[config.mk]
export PLATFORM = sky130hd
export DESIGN_NAME = unidade_controle_jogo
export DESIGN_NICKNAME = d
export VERILOG_FILES = /design/src/rtl/unidade_controle_jogo.sv
export SDC_FILE = /design/constraint.sdc
export NUM_CORES = 1
export LEC_CHECK = 0
export ABC_CLOCK_PERIOD_IN_PS = 3720
export BUFFER_PORTS_ARGS = -buffer_cell sky130_fd_sc_hd__buf_2
export CORE_AREA = 2 2 39 41
export DETAILED_ROUTE_END_ITERATION = 16
export DIE_AREA = 0 0 41 43
export GPL_TIMING_DRIVEN = 1
export RECOVER_POWER = 25
export SETUP_SLACK_MARGIN = 0.15
export SLEW_MARGIN = 30
export SYNTH_ARGS = -nofsm -noshare
export SYNTH_HDL_FRONTEND = slang
export SYNTH_SLANG_ARGS = --single-unit
[constraint.sdc]
create_clock -name clock -period 3.72 [get_ports clock]
set_clock_uncertainty 0.15 [all_clocks]
set_input_delay 0.186 -clock clock [delete_from_list [all_inputs] [get_ports clock]]
set_output_delay 0.186 -clock clock [all_outputs]
set_load 0.05 [all_outputs]
[src/rtl/unidade_controle_jogo.sv]
// Moore control FSM for the memory-sequence game, driving the datapath counters and registers.
// Define UC_TIMEOUT_EN to enable the play-window timer and the timeout terminal state.
module unidade_controle_jogo (
  input  logic       clock,
  input  logic       reset,
  input  logic       iniciar,
  input  logic       fimRod,
  input  logic       fimT,
  input  logic       igual,
  input  logic       enderecoIgualRodada,
  input  logic       jogada_feita,
  output logic       zeraE,
  output logic       contaE,
  output logic       zeraRod,
  output logic       contaRod,
  output logic       zeraT,
  output logic       contaT,
  output logic       zeraR,
  output logic       registraR,
  output logic       pronto,
  output logic       acertou,
  output logic       errou,
  output logic       timeout,
  output logic [3:0] db_estado
);

  typedef enum logic [3:0] {
    StInicial       = 4'h0,
    StPreparacao    = 4'h1,
    StInicioRodada  = 4'h2,
    StEsperaJogada  = 4'h3,
    StRegistra      = 4'h4,
    StComparacao    = 4'h5,
    StProximaJogada = 4'h6,
    StProximaRodada = 4'h7,
    StFimAcertou    = 4'hC,
    StFimErrou      = 4'hD,
    StFimTimeout    = 4'hE
  } estado_e;

  estado_e estado_q, estado_d;

`ifndef UC_TIMEOUT_EN
  logic unused_fimt;
  assign unused_fimt = fimT;
`endif

  always_ff @(posedge clock or negedge reset) begin
    if (!reset) begin
      estado_q <= StInicial;
    end else begin
      estado_q <= estado_d;
    end
  end

  always_comb begin
    estado_d = StInicial;
    case (estado_q)
      StInicial:       estado_d = iniciar ? StPreparacao : StInicial;
      StPreparacao:    estado_d = StInicioRodada;
      StInicioRodada:  estado_d = StEsperaJogada;
      StEsperaJogada: begin
        // A captured play takes priority over a simultaneous timer expiry.
        if (jogada_feita) begin
          estado_d = StRegistra;
`ifdef UC_TIMEOUT_EN
        end else if (fimT) begin
          estado_d = StFimTimeout;
`endif
        end else begin
          estado_d = StEsperaJogada;
        end
      end
      StRegistra:      estado_d = StComparacao;
      StComparacao: begin
        if (!igual) begin
          estado_d = StFimErrou;
        end else if (enderecoIgualRodada && fimRod) begin
          estado_d = StFimAcertou;
        end else if (enderecoIgualRodada) begin
          estado_d = StProximaRodada;
        end else begin
          estado_d = StProximaJogada;
        end
      end
      StProximaJogada: estado_d = StEsperaJogada;
      StProximaRodada: estado_d = StInicioRodada;
      StFimAcertou:    estado_d = iniciar ? StPreparacao : StFimAcertou;
      StFimErrou:      estado_d = iniciar ? StPreparacao : StFimErrou;
      StFimTimeout:    estado_d = iniciar ? StPreparacao : StFimTimeout;
      default:         estado_d = StInicial;
    endcase
  end

  always_comb begin
    zeraE     = 1'b0;
    contaE    = 1'b0;
    zeraRod   = 1'b0;
    contaRod  = 1'b0;
    zeraT     = 1'b0;
    contaT    = 1'b0;
    zeraR     = 1'b0;
    registraR = 1'b0;
    pronto    = 1'b0;
    acertou   = 1'b0;
    errou     = 1'b0;
    timeout   = 1'b0;
    db_estado = estado_q;
    case (estado_q)
      StPreparacao: begin
        zeraE   = 1'b1;
        zeraRod = 1'b1;
        zeraR   = 1'b1;
        zeraT   = 1'b1;
      end
      StInicioRodada: begin
        zeraE = 1'b1;
        zeraT = 1'b1;
      end
      StEsperaJogada: begin
`ifdef UC_TIMEOUT_EN
        contaT = 1'b1;
`endif
      end
      StRegistra: begin
        registraR = 1'b1;
        zeraT     = 1'b1;
      end
      StProximaJogada: contaE   = 1'b1;
      StProximaRodada: contaRod = 1'b1;
      StFimAcertou: begin
        pronto  = 1'b1;
        acertou = 1'b1;
      end
      StFimErrou: begin
        pronto = 1'b1;
        errou  = 1'b1;
      end
      StFimTimeout: begin
        pronto = 1'b1;
`ifdef UC_TIMEOUT_EN
        timeout = 1'b1;
`endif
      end
      default: ;
    endcase
  end

endmodule

Word level (Yosys, flattened, before mapping). Cells that the tools add are included.

Bits in read-only memories: 0. Memories kept: 0. Bits in latches: 0. Memory bits (writable): 0. Flip-flop bits (word level): 4.

Equal/unequal tests: 10. Divide/modulo/power cells: 0. Bitwise gates (word level): 0. Add/sub/neg operators: 0. Order comparisons: 0. Mux-type cells: 18. Shifts and indexed selects: 0. Reductions and logical operators: 7. $mul: 0.

Operator list (number): one-hot mux 4 bit (9 select lines) (1); two-way mux 4 bit (5); == test 4 x 3 -> 1 bit (second input constant) (4); == test 4 bit (second input constant) (3); two-way mux 1 bit (11); == test 4 x 2 -> 1 bit (second input constant) (2); OR reduction 2 bit (3); OR reduction 3 bit (2); == test 4 x 1 -> 1 bit (second input constant) (1); zero test 4 bit (1); two-way mux 3 bit (1); logical AND 1 bit (1).

Longest topological paths before layout. Gate-level depths: netlist (run 1).

Word-level depth: 4. Gate-level depth with buffers: 4.

Least setup slack after synthesis (run 1). Ideal clock, no wire load.

Kind: reg2out. Start: reg estado_q[0], in the netlist db_estado[0]. End: out zeraRod. Cell stages (with the launch flop): 5. Arrival: 2.508 ns. Buffers on the path: 2. Path slack: 0.876 ns. Path through: dfrtp_1 > buf_2 > nand2_1 > nor3_1 > buf_4.

Cells in the longest elaborated chain, start to end: 2.

Ends and longest elaborated chain: start, declared (line 41) `estado_e estado_q, estado_d;`; start signal, assigned (line 50) `estado_q <= StInicial;`; start signal, assigned (line 52) `estado_q <= estado_d;`; == test 4 x 1 -> 1 bit; two-way mux 1 bit; end, declared (line 14) `output logic zeraRod,`.

Every way passes these cells.

Worst setup path in the final report (run 1).
Start: reg estado_q[1], in the netlist db_estado[1]. End: out zeraRod.

Cells in the longest elaborated chain, start to end: 2.

Ends and longest elaborated chain: == test 4 x 1 -> 1 bit (line 109) `case (estado_q)`; two-way mux 1 bit (line 109).

Every way passes these cells.

==> summary.txt, run 1 <==
Critical path
  – WP data required: 3380 ps
  – Critical-path maximum fanout: 15
  – Setup Crit Path Kind: reg -> out
  – CP Launch Type: flop
  – Worst path arrival time: 1540 ps
  – Crit end category: primary output
  – Reg-to-reg slack, setup: 2150 ps

Timing
  – Setup TNS: 0 ps
  – Slew Viols, Final: 0
  – Fin. Hold Viols: 0
  – F_max: approximately 530 MHz
  – Setup violations, final: 0
  – Fin crit share: 0.506
  – Post-route minimum period: approximately 1900 ps
  – Unrepaired setup endpoints after global routing: false
  – Fin Hold WS: 84.1 ps

Status
  – Status: finished clean

Global routing
  – First-pass GRT wire length: approximately 1400 µm
  – Largest net degree at the start of global routing: 17
  – Grt total ovfl: 0
  – Number of global-route vias before repair: 330
  – Antenna violations before repair: 0
  – Overall routing resource usage: 0.124

Route
  – Iter 0 DRT Violations: 6
  – Vias: roughly 430
  – Drt pass-1 iters: 4
  – Vias/cell: 4.85
  – Routed WL: 922 µm
  – DRC violations left: 0
  – Final ANT Viol Nets: 0
  – Routed length per instance: about 10 µm

Synth
  – Post-Synth XOR/XNOR Area: 0.0217
  – Yosys warning count: 0
  – Post-synth EDFFs: 0
  – Area contributors post-synth: dfrtp_1 (25%), nor2_1 (7.5%), buf_4 (5.6%)
  – Synth Area in Simple Gates: 0.295
  – Seq/Total Area, Yosys: 0.248
  – Top-area cell type share of the netlist area: 0.248
  – Synth Register Bits: 4
  – Post-synthesis mux area share: 0
  – Cell variety after synth: 26
  – Asr flop ratio synth: 1.00
  – Avg Inst Size Synth: 7.33 µm²
  – Synth cell count leaders: nor2_1 (8), nand2_1 (5), buf_2 (4), dfrtp_1 (4), nor3_1 (4)
  – Most numerous cell in the Yosys netlist: nor2_1
  – Synth Area in Adders: 0
  – Cell area after synthesis: 403 µm²
  – Largest family of logic cells by synthesized area: compound AO/OA/AOI/OAI gates
  – Cells after Synth: between 50 and 60
  – Compound-gate portion of the synthesized area: 0.301
  – Synth Flop Type: dfrtp_1
  – Area leader, netlist: dfrtp_1

Placement
  – Area after DPL: 484 µm²
  – Routability cong.: roughly 0.75
  – Hpwl dp: 696 µm
  – # port buffers: 20

Hold path
  – Worst hold path type: in -> reg

Clocking
  – CTS Root Cell: clkbuf_4
  – H-tree depth: 1
  – CTS buffer count: 3
  – Clock tree buffer depth: 2
  – Clk_lat worst skew: 230 ps
  – CTS tree: done
  – Clk sinks: 4
  – # resized after CTS: 0
  – Clock transition time at the flip-flop clock pins of the worst setup and hold paths: 40 ps

Layout
  – Largest register FFs: 4
  – Number of nets in the layout: 83
  – Layout cell share with drive strength beyond 1: 0.342
  – Synth-to-Final Area Change: 28.0%
  – Cell area after layout: 515 µm²
  – N_diodes: 0

Floorplan
  – FP Rows: 14
  – Initial Util: 0.291
  – Io pins: 24
  – Die X: 41 µm
  – Core Area: 0.00138 mm²
  – Die ar.: 0.00176 mm²
  – Die Y-Extent: roughly 43 µm

Power and ir drop
  – Maximum VDD drop: about 0.5 mV
  – Leakage: 0.258 nW
  – Power Density: a little over 1000 mW/mm²

Run
  – Max-Cap Viols: 0
[cells in the final DEF (no fill, tap or decap)]
cell type / count
a2111oi_2: 1
a21bo_1: 1
a21boi_1: 1
a21oi_1: 3
a311o_1: 1
a31oi_1: 1
and4b_1: 1
buf_2: 19
clkbuf_1: 1
clkbuf_4: 3
conb_1: 2
dfrtp_1: 4
dlygate4sd3_1: 1
inv_2: 2
nand2_1: 5
nand2b_1: 2
nor2_1: 8
nor2b_1: 2
nor3_1: 4
nor3b_1: 1
o2111ai_1: 1
o211a_1: 1
o21ai_0: 3
o21ai_1: 1
o221ai_1: 1
o32a_1: 1
or2b_1: 1
xor2_1: 1
[cells by family (layout without fill, tap and decap cells)]
family                    count (synthesis)  count (layout)
other                                     1               2
buffers and inverters                     9              26
AOI/OAI and AO/OA                        16              16
and+or+nand+nor                          24              24
DFF                                       4               4
xor gates and xnor gates                  1               1
[where the power goes]
| group | total [mW] | internal, mW | switching [mW] |
|---|---|---|---|
| registers | 0.118 | 0.0587 | 0.0597 |
| clock network | 0.0514 | 0.0359 | 0.0155 |
| logic | 0.351 | 0.100 | 0.251 |
[path summary, 6_finish.rpt]
| kind | startpoint | endpoint | cells after the start |
|---|---|---|---|
| setup / recovery | db_estado[1] | zeraRod | 4 |
| hold / removal | jogada_feita | db_estado[2] | 3 |
| setup reg to reg | db_estado[1] | db_estado[1] | 3 |
| hold reg to reg | db_estado[2] | db_estado[3] | 2 |
| max in group asynchronous | reset | db_estado[1] | 2 |
| min in group asynchronous | reset | db_estado[3] | 2 |
[per-stage QoR]
step / instances / power, mW / utilization / setup slack, ps
2_1_floorplan: 56 / 0.413 / - / 876
3_3_place_gp: 85 / 0.469 / 0.350 / 2100
3_5_place_dp: 85 / 0.472 / 0.350 / 2060
4_1_cts: 89 / 0.529 / 0.373 / 1810
5_1_grt: 89 / 0.562 / 0.373 / 1700
6_report: 89 / 0.521 / 0.373 / 1840
[timing repair]
item	4_1_cts	5_1_grt
hold buffers	1	0
setup buffers	0	0
endpoints found under the hold margin	4	0
[worst max-delay path, cell delays in order, from the launching register on]
cell and delay [ps]:
dfrtp_1 530, inv_2 160, nand2_1 100, nor3_1 210
buf_2 310
[per-layer routing]
metal / vias to the layer above / routed length, µm / track usage
li1: 227 / - / -
met3: 0 / 45 / 0.0314
met5: - / 0 / 0
met1: 192 / 417 / 0.177
met2: 13 / 459 / 0.150
met4: 0 / 0 / 0.100
[final cells by class]
type	count	area, µm²
clock buffers	3	22.5
fillers	145	868
inverters	2	7.51
multi-input cells	43	256
flip-flops and latches	4	100
well taps	16	20.0
repair buffers	21	109
No activity file was read; power rests on OpenSTA's default activity.
==> run 2, diff against run 1 <==
Settings changed: ABC_CLOCK_PERIOD_IN_PS 3720 to 1900.
Clock period 3.72 ns to 1.9 ns, I/O delays scaled along.
==> summary.txt, run 2 (synthesized netlist as in run 1, its figures left out) <==
Route
  – Iter 0 DRT Violations: 4 (-2)
  – Total length of routed met2 wires: 583 µm (+27%)
  – DRC violations left: 0 (unchanged)
  – DRT met1 WL: 523 µm (+25%)
  – Routed length per instance: 11.9 µm (+15%)
  – Highest Signal Layer: met3
  – Final ANT Viol Nets: 0 (unchanged)
  – Vias/cell: 4.94 (+1.7%)
  – DR WL met3: 45 µm (unchanged)
  – Routed WL: 1150 µm (+25%)
  – Drt pass-1 iters: 3 (-1)
  – Vias: 479 (+11%)

Clocking
  – Clk sinks: 4 (unchanged)
  – H-tree depth: 1 (unchanged)
  – CTS Root Cell: clkbuf_4
  – Clock transition time at the flip-flop clock pins of the worst setup and hold paths: 40 ps (about the same)
  – Clk_lat worst skew: 230 ps (about the same)
  – CTS buffer count: 3 (unchanged)
  – CTS tree: done
  – Clock tree buffer depth: 2 (unchanged)

Critical path
  – R2r worst-path depth: 4 (+1)
  – Worst path slowest cell: dfrtp_4
  – Critical-path maximum fanout: 11 (-4)
  – Reg-to-reg slack, setup: 340 ps (-1810 ps)
  – Crit end category: primary output
  – Setup Crit Path Kind: reg -> out
  – WP data required: 1650 ps (-1730 ps)
  – CP Cell Sequence: inv_2 > nand2_2 > nor3_4 > buf_6
  – Max incr delay on CP: 530 ps (about the same)
  – R2r endpoint: db_estado[1]
  – CP Launch Type: flop
  – Worst path arrival time: 1420 ps (-120 ps)
  – R2R Path Start: db_estado[2]

Global routing
  – Antenna violations before repair: 0 (unchanged)
  – Grt total ovfl: 0 (unchanged)
  – Overall routing resource usage: 0.141 (+0.0169)
  – Largest net degree at the start of global routing: 17 (unchanged)
  – Number of global-route vias before repair: 389 (+18%)
  – First-pass GRT wire length: 1660 µm (+16%)

Status
  – Status: finished with violations
  – Failing checks: negative hold slack

Layout
  – Number of fill cells: 142 (-2.1%)
  – Commonest non-fill, non-tap cell in the layout: buf_2
  – Synth-to-Final Area Change: 62.7%
  – Cell area after layout: 656 µm² (+27%)
  – Largest register FFs: 4 (unchanged)
  – Layout cell share with drive strength beyond 1: 0.556 (+0.213)
  – Core Util, Final: 0.474 (+0.101)
  – Most frequent cells in the layout: buf_2 (15), buf_4 (8), nor2_1 (5)
  – N_diodes: 0 (unchanged)
  – Number of nets in the layout: 91 (+9.6%)

Timing
  – Fin crit share: 0.877
  – Setup violations, final: 0 (unchanged)
  – Unrepaired setup endpoints after global routing: true
  – Slew Viols, Final: 0 (unchanged)
  – Fin Hold WS: -4.30 ps (-88.4 ps)
  – Final worst setup slack: 234 ps (-1610 ps)
  – Least-Margin Pin Slew: 584 ps
  – Fin. Hold Viols: 1 (+1)
  – F_max: approximately 600 MHz
  – Max-slew headroom: 0.612
  – Post-route minimum period: 1670 ps
  – Setup TNS: 0 ps (unchanged)

Power and ir drop
  – Seq pwr share: 0.197 (-0.030)
  – Power Density: 1900 mW/mm² (+88%)
  – Leakage: 0.316 nW (+23%)
  – Sw frac: 0.588 (-0.0376)
  – Total power: 1.24 mW (+140%)
  – P_sw: 0.732 mW (+120%)
  – Internal cell power: 0.512 mW (+160%)
  – Maximum VDD drop: 0.791 mV (+55%)
  – Part of the power in combinational logic: 0.722 (+0.048)
  – Clock share of power: 0.081 (-0.018)

Placement
  – Routability cong.: 0.767 (+2.6%)
  – # port buffers: 20 (unchanged)
  – Hpwl dp: 790 µm (+13%)
  – Setup WS pre-CTS: 390 ps (-1670 ps)
  – Area after DPL: 548 µm² (+13%)

Run
  – Max-Cap Viols: 0 (unchanged)

Floorplan
  – Die X: 41 µm (unchanged)
  – Io pins: 24 (unchanged)
  – Die ar.: 0.00176 mm² (unchanged)
  – FP Rows: 14 (unchanged)
  – Core Area: 0.00138 mm² (unchanged)
  – Die Y-Extent: 43 µm (unchanged)
  – Initial Util: 0.291 (unchanged)

Hold path
  – Worst hold endpoint: db_estado[2]
  – Hold path startpoint: jogada_feita
  – Hold path cells: 3 (unchanged)
  – Worst hold path type: in -> reg
## run 2: worst max-delay path by stage
stage | startpoint | to | cells after the start
floorplan | db_estado[0] | zeraRod | 4
global placement | db_estado[1] | zeraR | 4
detailed placement | db_estado[1] | zeraR | 4
CTS | db_estado[1] | zeraR | 4
global route | db_estado[1] | zeraR | 4
finish | db_estado[1] | zeraR | 4
## run 2: routing by layer
layer / global-route usage / vias to the layer above
li1: - / 243
met5: 0 / -
met3: 0.0314 / 0
met1: 0.173 / 220
met2: 0.216 / 16
met4: 0.0800 / 0
## run 2: cell type report
class,count,area (µm²),area share
Clock buffer,3,22.5,0.0344
Inverter,2,7.51,0.0115
Multi-Input combinational cell,43,315,0.481
Sequential cell,4,108,0.164
Tap cell,16,20.0,0.0305
Timing Repair Buffer,29,183,0.279
## run 2: repair_timing
| item | 4_1_cts | 5_1_grt |
|---|---|---|
| setup buffers | 0 | 8 |
| endpoints found under the setup margin | 2 | 4 |
| hold buffers | 1 | 0 |
| resized for setup | 0 | 8 |
| endpoints found under the hold margin | 4 | 0 |
## run 2: stage by stage
| stage | cells | hold slack, ps |
|---|---|---|
| floorplan | 56 | -351 |
| global placement | 85 | -248 |
| detailed placement | 85 | -248 |
| CTS | 89 | 3.03 |
| global route | 97 | 11.9 |
| finish | 97 | -4.30 |
## run 2: power groups by stage
stage / Combinational, mW / Clock (mW) / Sequential, mW
3_5_place_dp: 0.756 / 0 / 0.282
2_1_floorplan: 0.660 / 0 / 0.270
6_report: 0.899 / 0.101 / 0.245
3_3_place_gp: 0.751 / 0 / 0.278
5_1_grt: 0.957 / 0.120 / 0.256
4_1_cts: 0.760 / 0.107 / 0.283
## run 2: critical path, delay by kind of cell (launching register included)
family	cells	cell delay [ps]
DFF	1	530
buffers and inverters	2	310
and+or+nand+nor	2	350
